[src/rtl/wb_seq_if.sv]
// Writeback sequencer bus: ALU and load result sources,
// the register-file write port, and forwarding queries.
interface wb_seq_if #(
  parameter int CW = 3
);
  logic          alu_valid;
  logic [4:0]    alu_rd;
  logic [31:0]   alu_data;
  logic          ld_valid;
  logic          ld_ready;
  logic [4:0]    ld_rd;
  logic [31:0]   ld_data;
  logic          we3;
  logic [4:0]    a3;
  logic [31:0]   wd3;
  logic [4:0]    q1;
  logic [4:0]    q2;
  logic          fwd1_hit;
  logic [31:0]   fwd1_data;
  logic          fwd2_hit;
  logic [31:0]   fwd2_data;
  logic [CW-1:0] pending;

  modport master (
    output alu_valid, alu_rd, alu_data,
    output ld_valid, ld_rd, ld_data,
    output q1, q2,
    input  ld_ready, we3, a3, wd3,
    input  fwd1_hit, fwd1_data,
    input  fwd2_hit, fwd2_data,
    input  pending
  );

  modport slave (
    input  alu_valid, alu_rd, alu_data,
    input  ld_valid, ld_rd, ld_data,
    input  q1, q2,
    output ld_ready, we3, a3, wd3,
    output fwd1_hit, fwd1_data,
    output fwd2_hit, fwd2_data,
    output pending
  );
endinterface

[src/rtl/wb_sequencer.sv]
// Writeback sequencer: ALU results win the write port,
// loads queue in a FIFO; pending results are forwarded.
module wb_sequencer #(
  parameter int DEPTH = 4,
  parameter int CW    = 3
) (
  input logic   clk,
  input logic   reset,
  wb_seq_if.slave bus
);

  localparam int AW = $clog2(DEPTH);

  logic [4:0]       rd_q  [DEPTH];
  logic [31:0]      dat_q [DEPTH];
  logic [DEPTH-1:0] kill_q;
  logic [AW-1:0]    wp_q, rp_q;
  logic [CW-1:0]    cnt_q, cnt_d;

  logic             we3_q, we3_d;
  logic [4:0]       a3_q, a3_d;
  logic [31:0]      wd3_q, wd3_d;

  logic             full, empty;
  logic             push, pop, alu_wr;
  logic [32:0]      f1, f2;

  assign full   = (cnt_q == CW'(DEPTH));
  assign empty  = (cnt_q == '0);
  assign alu_wr = bus.alu_valid && (bus.alu_rd != 5'd0);
  assign push   = bus.ld_valid && !full
               && (bus.ld_rd != 5'd0);
  assign pop    = !bus.alu_valid && !empty;
  assign cnt_d  = cnt_q + CW'(push) - CW'(pop);

  // Next write-port value: ALU first, else a live FIFO head
  always_comb begin
    we3_d = 1'b0;
    a3_d  = '0;
    wd3_d = '0;
    unique case (1'b1)
      alu_wr: begin
        we3_d = 1'b1;
        a3_d  = bus.alu_rd;
        wd3_d = bus.alu_data;
      end
      (pop && !kill_q[rp_q]): begin
        we3_d = 1'b1;
        a3_d  = rd_q[rp_q];
        wd3_d = dat_q[rp_q];
      end
      default: ;
    endcase
  end

  // Write-port register and FIFO bookkeeping
  always_ff @(posedge clk) begin
    if (reset) begin
      we3_q <= 1'b0;
      a3_q  <= '0;
      wd3_q <= '0;
      wp_q  <= '0;
      rp_q  <= '0;
      cnt_q <= '0;
    end else begin
      we3_q <= we3_d;
      a3_q  <= a3_d;
      wd3_q <= wd3_d;
      cnt_q <= cnt_d;
      if (push) wp_q <= wp_q + AW'(1);
      if (pop)  rp_q <= rp_q + AW'(1);
    end
  end

  // Entry storage; a younger ALU write kills same-rd entries
  always_ff @(posedge clk) begin
    for (int j = 0; j < DEPTH; j++) begin
      if (alu_wr && rd_q[j] == bus.alu_rd)
        kill_q[j] <= 1'b1;
    end
    if (push) begin
      rd_q[wp_q]   <= bus.ld_rd;
      dat_q[wp_q]  <= bus.ld_data;
      kill_q[wp_q] <= 1'b0;
    end
  end

  function automatic logic [32:0] lookup(
    input logic [4:0] q
  );
    logic [32:0]   r;
    logic [AW-1:0] idx;
    r = '0;
    // Oldest to youngest, so the youngest match wins
    for (int i = 0; i < DEPTH; i++) begin
      idx = rp_q + AW'(i);
      if (CW'(i) < cnt_q && !kill_q[idx]
          && rd_q[idx] == q)
        r = {1'b1, dat_q[idx]};
    end
    if (we3_q && a3_q == q)
      r = {1'b1, wd3_q};
    if (q == 5'd0)
      r = '0;
    return r;
  endfunction

  // Forwarding lookups for both decode read ports
  always_comb begin
    f1 = lookup(bus.q1);
    f2 = lookup(bus.q2);
  end

  assign bus.ld_ready  = !full;
  assign bus.pending   = cnt_q;
  assign bus.we3       = we3_q;
  assign bus.a3        = a3_q;
  assign bus.wd3       = wd3_q;
  assign bus.fwd1_hit  = f1[32];
  assign bus.fwd1_data = f1[31:0];
  assign bus.fwd2_hit  = f2[32];
  assign bus.fwd2_data = f2[31:0];

endmodule

[src/flat_wrapper.sv]
// flat-port wrapper written by rule: the top's interface ports become plain ports
module wb_sequencer_flat 
#(
  parameter int DEPTH = 4,
  parameter int CW    = 3
)
  (clk, reset, bus_alu_valid, bus_alu_rd, bus_alu_data, bus_ld_valid, bus_ld_rd, bus_ld_data, bus_q1, bus_q2, bus_ld_ready, bus_we3, bus_a3, bus_wd3, bus_fwd1_hit, bus_fwd1_data, bus_fwd2_hit, bus_fwd2_data, bus_pending);
  wb_seq_if #(.CW(CW)) bus_i ();
  input logic clk;
  input logic reset;
  input wire logic [$bits(bus_i.alu_valid)-1:0] bus_alu_valid;
  input wire logic [$bits(bus_i.alu_rd)-1:0] bus_alu_rd;
  input wire logic [$bits(bus_i.alu_data)-1:0] bus_alu_data;
  input wire logic [$bits(bus_i.ld_valid)-1:0] bus_ld_valid;
  input wire logic [$bits(bus_i.ld_rd)-1:0] bus_ld_rd;
  input wire logic [$bits(bus_i.ld_data)-1:0] bus_ld_data;
  input wire logic [$bits(bus_i.q1)-1:0] bus_q1;
  input wire logic [$bits(bus_i.q2)-1:0] bus_q2;
  output wire logic [$bits(bus_i.ld_ready)-1:0] bus_ld_ready;
  output wire logic [$bits(bus_i.we3)-1:0] bus_we3;
  output wire logic [$bits(bus_i.a3)-1:0] bus_a3;
  output wire logic [$bits(bus_i.wd3)-1:0] bus_wd3;
  output wire logic [$bits(bus_i.fwd1_hit)-1:0] bus_fwd1_hit;
  output wire logic [$bits(bus_i.fwd1_data)-1:0] bus_fwd1_data;
  output wire logic [$bits(bus_i.fwd2_hit)-1:0] bus_fwd2_hit;
  output wire logic [$bits(bus_i.fwd2_data)-1:0] bus_fwd2_data;
  output wire logic [$bits(bus_i.pending)-1:0] bus_pending;
  assign bus_i.alu_valid = bus_alu_valid;
  assign bus_i.alu_rd = bus_alu_rd;
  assign bus_i.alu_data = bus_alu_data;
  assign bus_i.ld_valid = bus_ld_valid;
  assign bus_i.ld_rd = bus_ld_rd;
  assign bus_i.ld_data = bus_ld_data;
  assign bus_i.q1 = bus_q1;
  assign bus_i.q2 = bus_q2;
  assign bus_ld_ready = bus_i.ld_ready;
  assign bus_we3 = bus_i.we3;
  assign bus_a3 = bus_i.a3;
  assign bus_wd3 = bus_i.wd3;
  assign bus_fwd1_hit = bus_i.fwd1_hit;
  assign bus_fwd1_data = bus_i.fwd1_data;
  assign bus_fwd2_hit = bus_i.fwd2_hit;
  assign bus_fwd2_data = bus_i.fwd2_data;
  assign bus_pending = bus_i.pending;
  wb_sequencer #(.DEPTH(DEPTH), .CW(CW)) u_core (.clk(clk), .reset(reset), .bus(bus_i));
endmodule
[config.mk]
export PLATFORM = sky130hd
export DESIGN_NAME = wb_sequencer_flat
export DESIGN_NICKNAME = d
export VERILOG_FILES = /design/src/rtl/wb_seq_if.sv /design/src/rtl/wb_sequencer.sv /design/src/flat_wrapper.sv
export SDC_FILE = /design/constraint.sdc
export NUM_CORES = 1
export LEC_CHECK = 0
export BUFFER_PORTS_ARGS = -buffer_cell sky130_fd_sc_hd__buf_2
export CORE_MARGIN = 5
export CORE_UTILIZATION = 55
export DETAILED_ROUTE_END_ITERATION = 12
export PLACE_DENSITY = 0.77
export SYNTH_ARGS = -nofsm -noshare
export SYNTH_HDL_FRONTEND = slang
export SYNTH_SLANG_ARGS = --single-unit
[constraint.sdc]
create_clock -name clk -period 5.5 [get_ports clk]
set_clock_uncertainty 0.05 [all_clocks]
set_input_delay 0.275 -clock clk [delete_from_list [all_inputs] [get_ports clk]]
set_output_delay 0.275 -clock clk [all_outputs]
set_load 0.02 [all_outputs]
# Word-level counts from Yosys, hierarchy flattened
# Memory sizes are Yosys's and may differ from the RTL's. A register that Yosys moved wholly into a read port is not among the register bits.
# Index checks and enable logic that the tools add are counted.
classes:
  add_sub_neg: 6
  n_reduce_logical: 37
  eq_ne: 15
  order_cmp: 10
  mul: 0
  n_bitwise: 2
  div: 0
  muxes: 36
  shift: 0
op_table:
  columns: ["operator", "n"]
  rows:
  - ["33-bit two-way mux", 12]
  - ["5-bit equality test", 14]
  - ["32-bit case mux with 2 select lines", 1]
  - ["1-bit logical AND", 24]
  - ["2-bit by 3-bit less-than comparator with 1-bit output (second input constant)", 5]
  - ["1-bit two-way mux", 12]
  - ["5-bit logical NOT", 2]
  - ["5-bit case mux with 2 select lines", 1]
  - ["5-bit nonzero test", 2]
  - ["1-bit binary-select mux with 2-bit select", 4]
  - ["2-bit two-way mux", 4]
  - ["1-bit logical NOT", 7]
  - ["1-bit by 3-bit less-than comparator with 1-bit output (first input constant)", 2]
  - ["2-bit by 3-bit less-than comparator with 1-bit output (first input constant)", 2]
  - ["2-bit by 1-bit adder with 2-bit output (second input constant)", 2]
  - ["2-bit adder (second input constant)", 2]
  - ["4-bit AND", 1]
  - ["4-bit two-way mux", 1]
  - ["4-bit inverter", 1]
  - ["3-bit by 1-bit adder with 3-bit output", 1]
  - ["3-bit equality test (second input constant)", 1]
  - ["3-bit logical NOT", 1]
  - ["3-bit by 1-bit subtractor with 3-bit output", 1]
  - ["1-bit demux with 2-bit select", 1]
  - ["2 further kinds", 2]
totals:
  ramBits: 148
  latchBits: 0
  memories: 2
  register_bits: 49
  mem_bits_ro: 0
  output_inout_bits: 108
  input_bits: 88
  wordCells: 115
mem_list:
  columns: ["name", "words", "word_bits", "rd", "rd_clocked_by_memory_dff", "wr", "line_no", "source"]
  rows:
  - ["u_core.dat_q", 4, 32, 4, 1, 1, "wb_sequencer.sv:15", "logic [31:0] dat_q [DEPTH];"]
  - ["u_core.rd_q", 4, 5, 8, 1, 1, "wb_sequencer.sv:14", "logic [4:0] rd_q [DEPTH];"]

# Logic depth before layout (Yosys ltp)
depth:
  ltp_word: 11
  depth_mapped: 11
  depth_no_buf: 9

# Least setup slack after synthesis
# No wires, ideal clock.
synth_path:
  path_type: "register to output"
  startpoint: "reg with a tool-made name"
  endpoint: "out bus_fwd2_data[21]"
  t_required_ns: 5.175
  slack_ns: 2.430
  stages_incl_launch_ff: 10
  n_path_buf: 2
  arrival_time_ns: 2.745
  cell_sequence: "dfxtp_1 > buf_2 > mux4_2 > xor2_1 > nor4_1 > nand3_1 > a21oi_2 > buf_2 > a221oi_1 > o32ai_1"
synth_rtl:
  columns: ["element", "line_no", "source"]
  rows:
  - ["end, declared", "flat_wrapper.sv:26", "output wire logic [$bits(bus_i.fwd2_data)-1:0] bus_fwd2_data;"]

# Worst setup path after layout
layout_path:
  startpoint: "reg u_core.rp_q[1]"
  endpoint: "out bus_fwd2_data[1]"
layout_between:
  elab_chain_cells: 11
  word_cells_on_any_way: 34
  classes_between: "add/sub (3); eq/ne (3); mux (14); reduce/logical (12); memory (2)"
layout_lines:
  columns: ["element", "line_no", "source"]
  rows:
  - ["start, declared", "wb_sequencer.sv:17", "logic [AW-1:0] wp_q, rp_q;"]
  - ["start signal, assigned", "wb_sequencer.sv:71", "if (pop) rp_q <= rp_q + AW'(1);"]
  - ["branches (longest 8 deep; another with memory read 4 x 5 bit)", null, null]
  - ["33-bit two-way mux *", "wb_sequencer.sv:97", "if (CW'(i) < cnt_q && !kill_q[idx]"]
  - ["33-bit two-way mux *", "wb_sequencer.sv:101", "if (we3_q && a3_q == q)"]
  - ["33-bit two-way mux *", "wb_sequencer.sv:103", "if (q == 5'd0)"]
# Every way passes the cells marked *. The select of a mux whose other input is x is not followed.

==> impl_metrics.toml <==
[status]
outcome = "finished clean"

[global_route]
antenna_found_initial = 1
grt_pass1_vias = 11751
overflow = 0
track_usage_pct = 31.2
grt_max_degree = 65
grt_first_pass_wirelength_um = 68000

[placed_design]
post-place-ws_ps = 1250
dp_hpwl_um = 27800
port_buffers = 195
placed_cells = 1553
gp_congestion = 0.933

[clock_network]
numCtsBuffers = 17
clk_pin_slew_ps = 70
postCtsResizedCells = 0
cts.sinks = 199
cts_tree = "yes"
ctsLongestPathBuffers = 2
insertion_delay_ps = 440
htreeDepth = 4
root_buffer = "clkbuf_16"

[cells_and_area]
final_common_cell = "buf_2"
layout.nets = 1372
syn_to_final_growth_pct = 14.4
nFillCells = 1858
multi_input_area_um2 = 7440
regArea_um2 = 5480
stdcell_count = 1613
drive_gt1_share_pct = 32.5
final_core_utilization_pct = 63.5
layout_common_cells = "buf_2 (195), edfxtp_1 (148), mux4_2 (79)"

[setup_path]
slowest_delay_ps = 810
arrival_ps = 4540
startpoint_type = "flip-flop"
crit_chain = "buf_4, mux4_2, a211o_1, nand2b_1, nor2_4, a221oi_1, o32ai_1, buf_2"
ff2ff_setup_slack_ps = 2600
slowest_stage = "nor2_4"
crit_fanout = 64
cp-end-kind = "output pin"
ff2ff_path_depth = 5
rr_startpoint = "u_core.rp_q[0]"
crit_type = "flip-flop to output pin"
required_ps = 5180
worstReg2RegEnd = "u_core.bus.wd3[1]"

[synth]
avgSynthCellArea_um2 = 11.8
ys.flop_type = "edfxtp_1"
synthTopCellsByArea = "edfxtp_1 (33%), mux4_2 (13%), dfxtp_1 (7.6%)"
synth_edf_count = 148
ys_ff_latch = 199
synth_seq_area_share_pct = 40.7
async_flop_share_pct = 0
synthesis.nets = 1235
yosysTopAreaCellShare_pct = 33.1
syn_inst = 1138
synth_area_um2 = 13400
ys_warn_count = 0
synth_cell_type_count = 53
synth_largest_area_cell = "edfxtp_1"

[detailed_routing]
vias = 11562
dr.pass1.iters = 6
post_drt_wl_per_cell_um = 27.1
drcViolationCount = 0
wl_um = 43600
initialDrtViolationCount = 1607
ant_nets = 0
viasPerCell = 7.17

[sta]
worstMarginPinSlew_ps = 1130
post-route-period-util_pct = 88.5
hold_viol = 0
final.min_clock_period_ps = 4870
layout_setup_ws_ps = 634
max_freq_mhz = 205
report.final.slew_viol_count = 0
tns_ps = 0
setup_violations = 0
slew-limit-headroom_pct = 24.8
rsz0062_at_grt = "no"

[die]
rows = 57
die_w_um = 166
ios = 196
initial_core_util_pct = 55.5
die-area_um2 = 27600
core_area_um2 = 24200
die_h_um = 166

[hold_path]
hold_path.startpoint = "bus_ld_data[2]"
hold_class = "input port to flip-flop"
min_to = "u_core.dat_q[2][2]"
hold_depth = 1

[power_and_ir_drop]
p_leak_nw = 5.26
total_power_mw = 5.99
peakVddDrop_uv = 217
p_per_area_nw_per_um2 = 391

[flow_run]
cap_violations = 0
## metrics by stage
step           hold WS, ps  instance area, um^2
3_5_place_dp           442                14500
2_1_floorplan          324                13400
6_report              18.2                15300
4_1_cts             0.0434                15300
3_3_place_gp           439                14500
5_1_grt               4.90                15300
## kinds of logic (layout without fill, tap and decap cells)
kind of cell,Yosys count,after routing,synth area share (%)
xor gates and xnor gates,75,75,4.90
DFF,199,199,40.7
and+or+nand+nor,213,213,7.63
buffers and inverters,135,285,4.35
adders and majority gates,9,9,0.895
other,0,1,0
AOI/OAI and AO/OA,317,317,19.5
muxes,190,190,22.0
## worst max-delay path, delay by kind of cell (launching register included)
kind | cells | cell delay (ps)
and+or+nand+nor | 2 | 1010
buffers and inverters | 2 | 950
AOI/OAI and AO/OA | 3 | 910
DFF | 1 | 790
muxes | 1 | 410
## per-layer routing
metal / track usage (%) / up-vias / share of wire, %
met5: 0 / - / 0
met4: 13.3 / 0 / 3.7
met1: 41.2 / 5644 / 38
met2: 49.9 / 876 / 47
li1: - / 4888 / -
met3: 7.09 / 154 / 11
## power by group
part	internal [mW]	total [mW]	switching (mW)
clock network	0.637	1.24	0.603
registers	1.83	2.11	0.286
logic	1.11	2.64	1.53
total	3.58	5.99	2.42
## state kept, by name (all words and copies together), names as in the netlist, named ones only
| name | cells |
|---|---|
| u_core.bus.we3 | 1 |
| u_core.rp_q | 2 |
| u_core.dat_q | 128 |
| u_core.bus.pending | 3 |
| u_core.wp_q | 2 |
| u_core.bus.wd3 | 32 |
| u_core.bus.a3 | 5 |
| u_core.rd_q | 20 |
| u_core.kill_q | 4 |
## area by class of cell
type,count,share of cell area (%)
clock buffer,18,2.80
tap,324,2.64
antenna,1,0.0163
clock inverter,14,0.938
sequential,199,35.7
multi-input combinational,804,48.5
timing repair buffer,245,9.25
inverter,8,0.196
## cell usage after synthesis (all sizes together) (2+ instances only)
| master | number |
|---|---|
| nand4 | 5 |
| mux4 | 79 |
| o21bai | 33 |
| edfxtp | 148 |
| nor2 | 64 |
| mux2i | 79 |
| o22ai | 35 |
| a22oi | 37 |
| o21ai | 4 |
| clkbuf | 81 |
| and3 | 2 |
| nand3 | 3 |
| or4 | 7 |
| o32ai | 31 |
| nor3 | 43 |
| a211oi | 32 |
| or3 | 2 |
| inv | 7 |
| nand2 | 43 |
| xnor2 | 43 |
| nor2b | 2 |
| or2 | 2 |
| xor2 | 32 |
| o221ai | 31 |
| and2 | 34 |
| a41oi | 5 |
| mux2 | 32 |
| a221oi | 64 |
| nor4 | 3 |
| dfxtp | 51 |
| buf | 46 |
| a21oi | 40 |
| ha | 8 |
## worst max path at each step
stage                         from                 to  slack [ps]  depth (start not counted)
detailed placement  u_core.rp_q[1]   bus_fwd2_data[1]        1250                          8
finish              u_core.rp_q[1]   bus_fwd2_data[1]         630                          8
floorplan                flip-flop  bus_fwd2_data[21]        2430                          9
global placement         flip-flop   bus_fwd1_data[1]        1280                          9
CTS                 u_core.rp_q[1]   bus_fwd2_data[1]         770                          8
global route             flip-flop   bus_fwd2_data[1]         550                          9
## repair_timing
item | in CTS | in global routing
hold buffers | 25 | 2
buffers inserted | 0 | 0
endpoints found under the hold margin | 99 | 3
No activity file was read; power rests on OpenSTA's default activity.
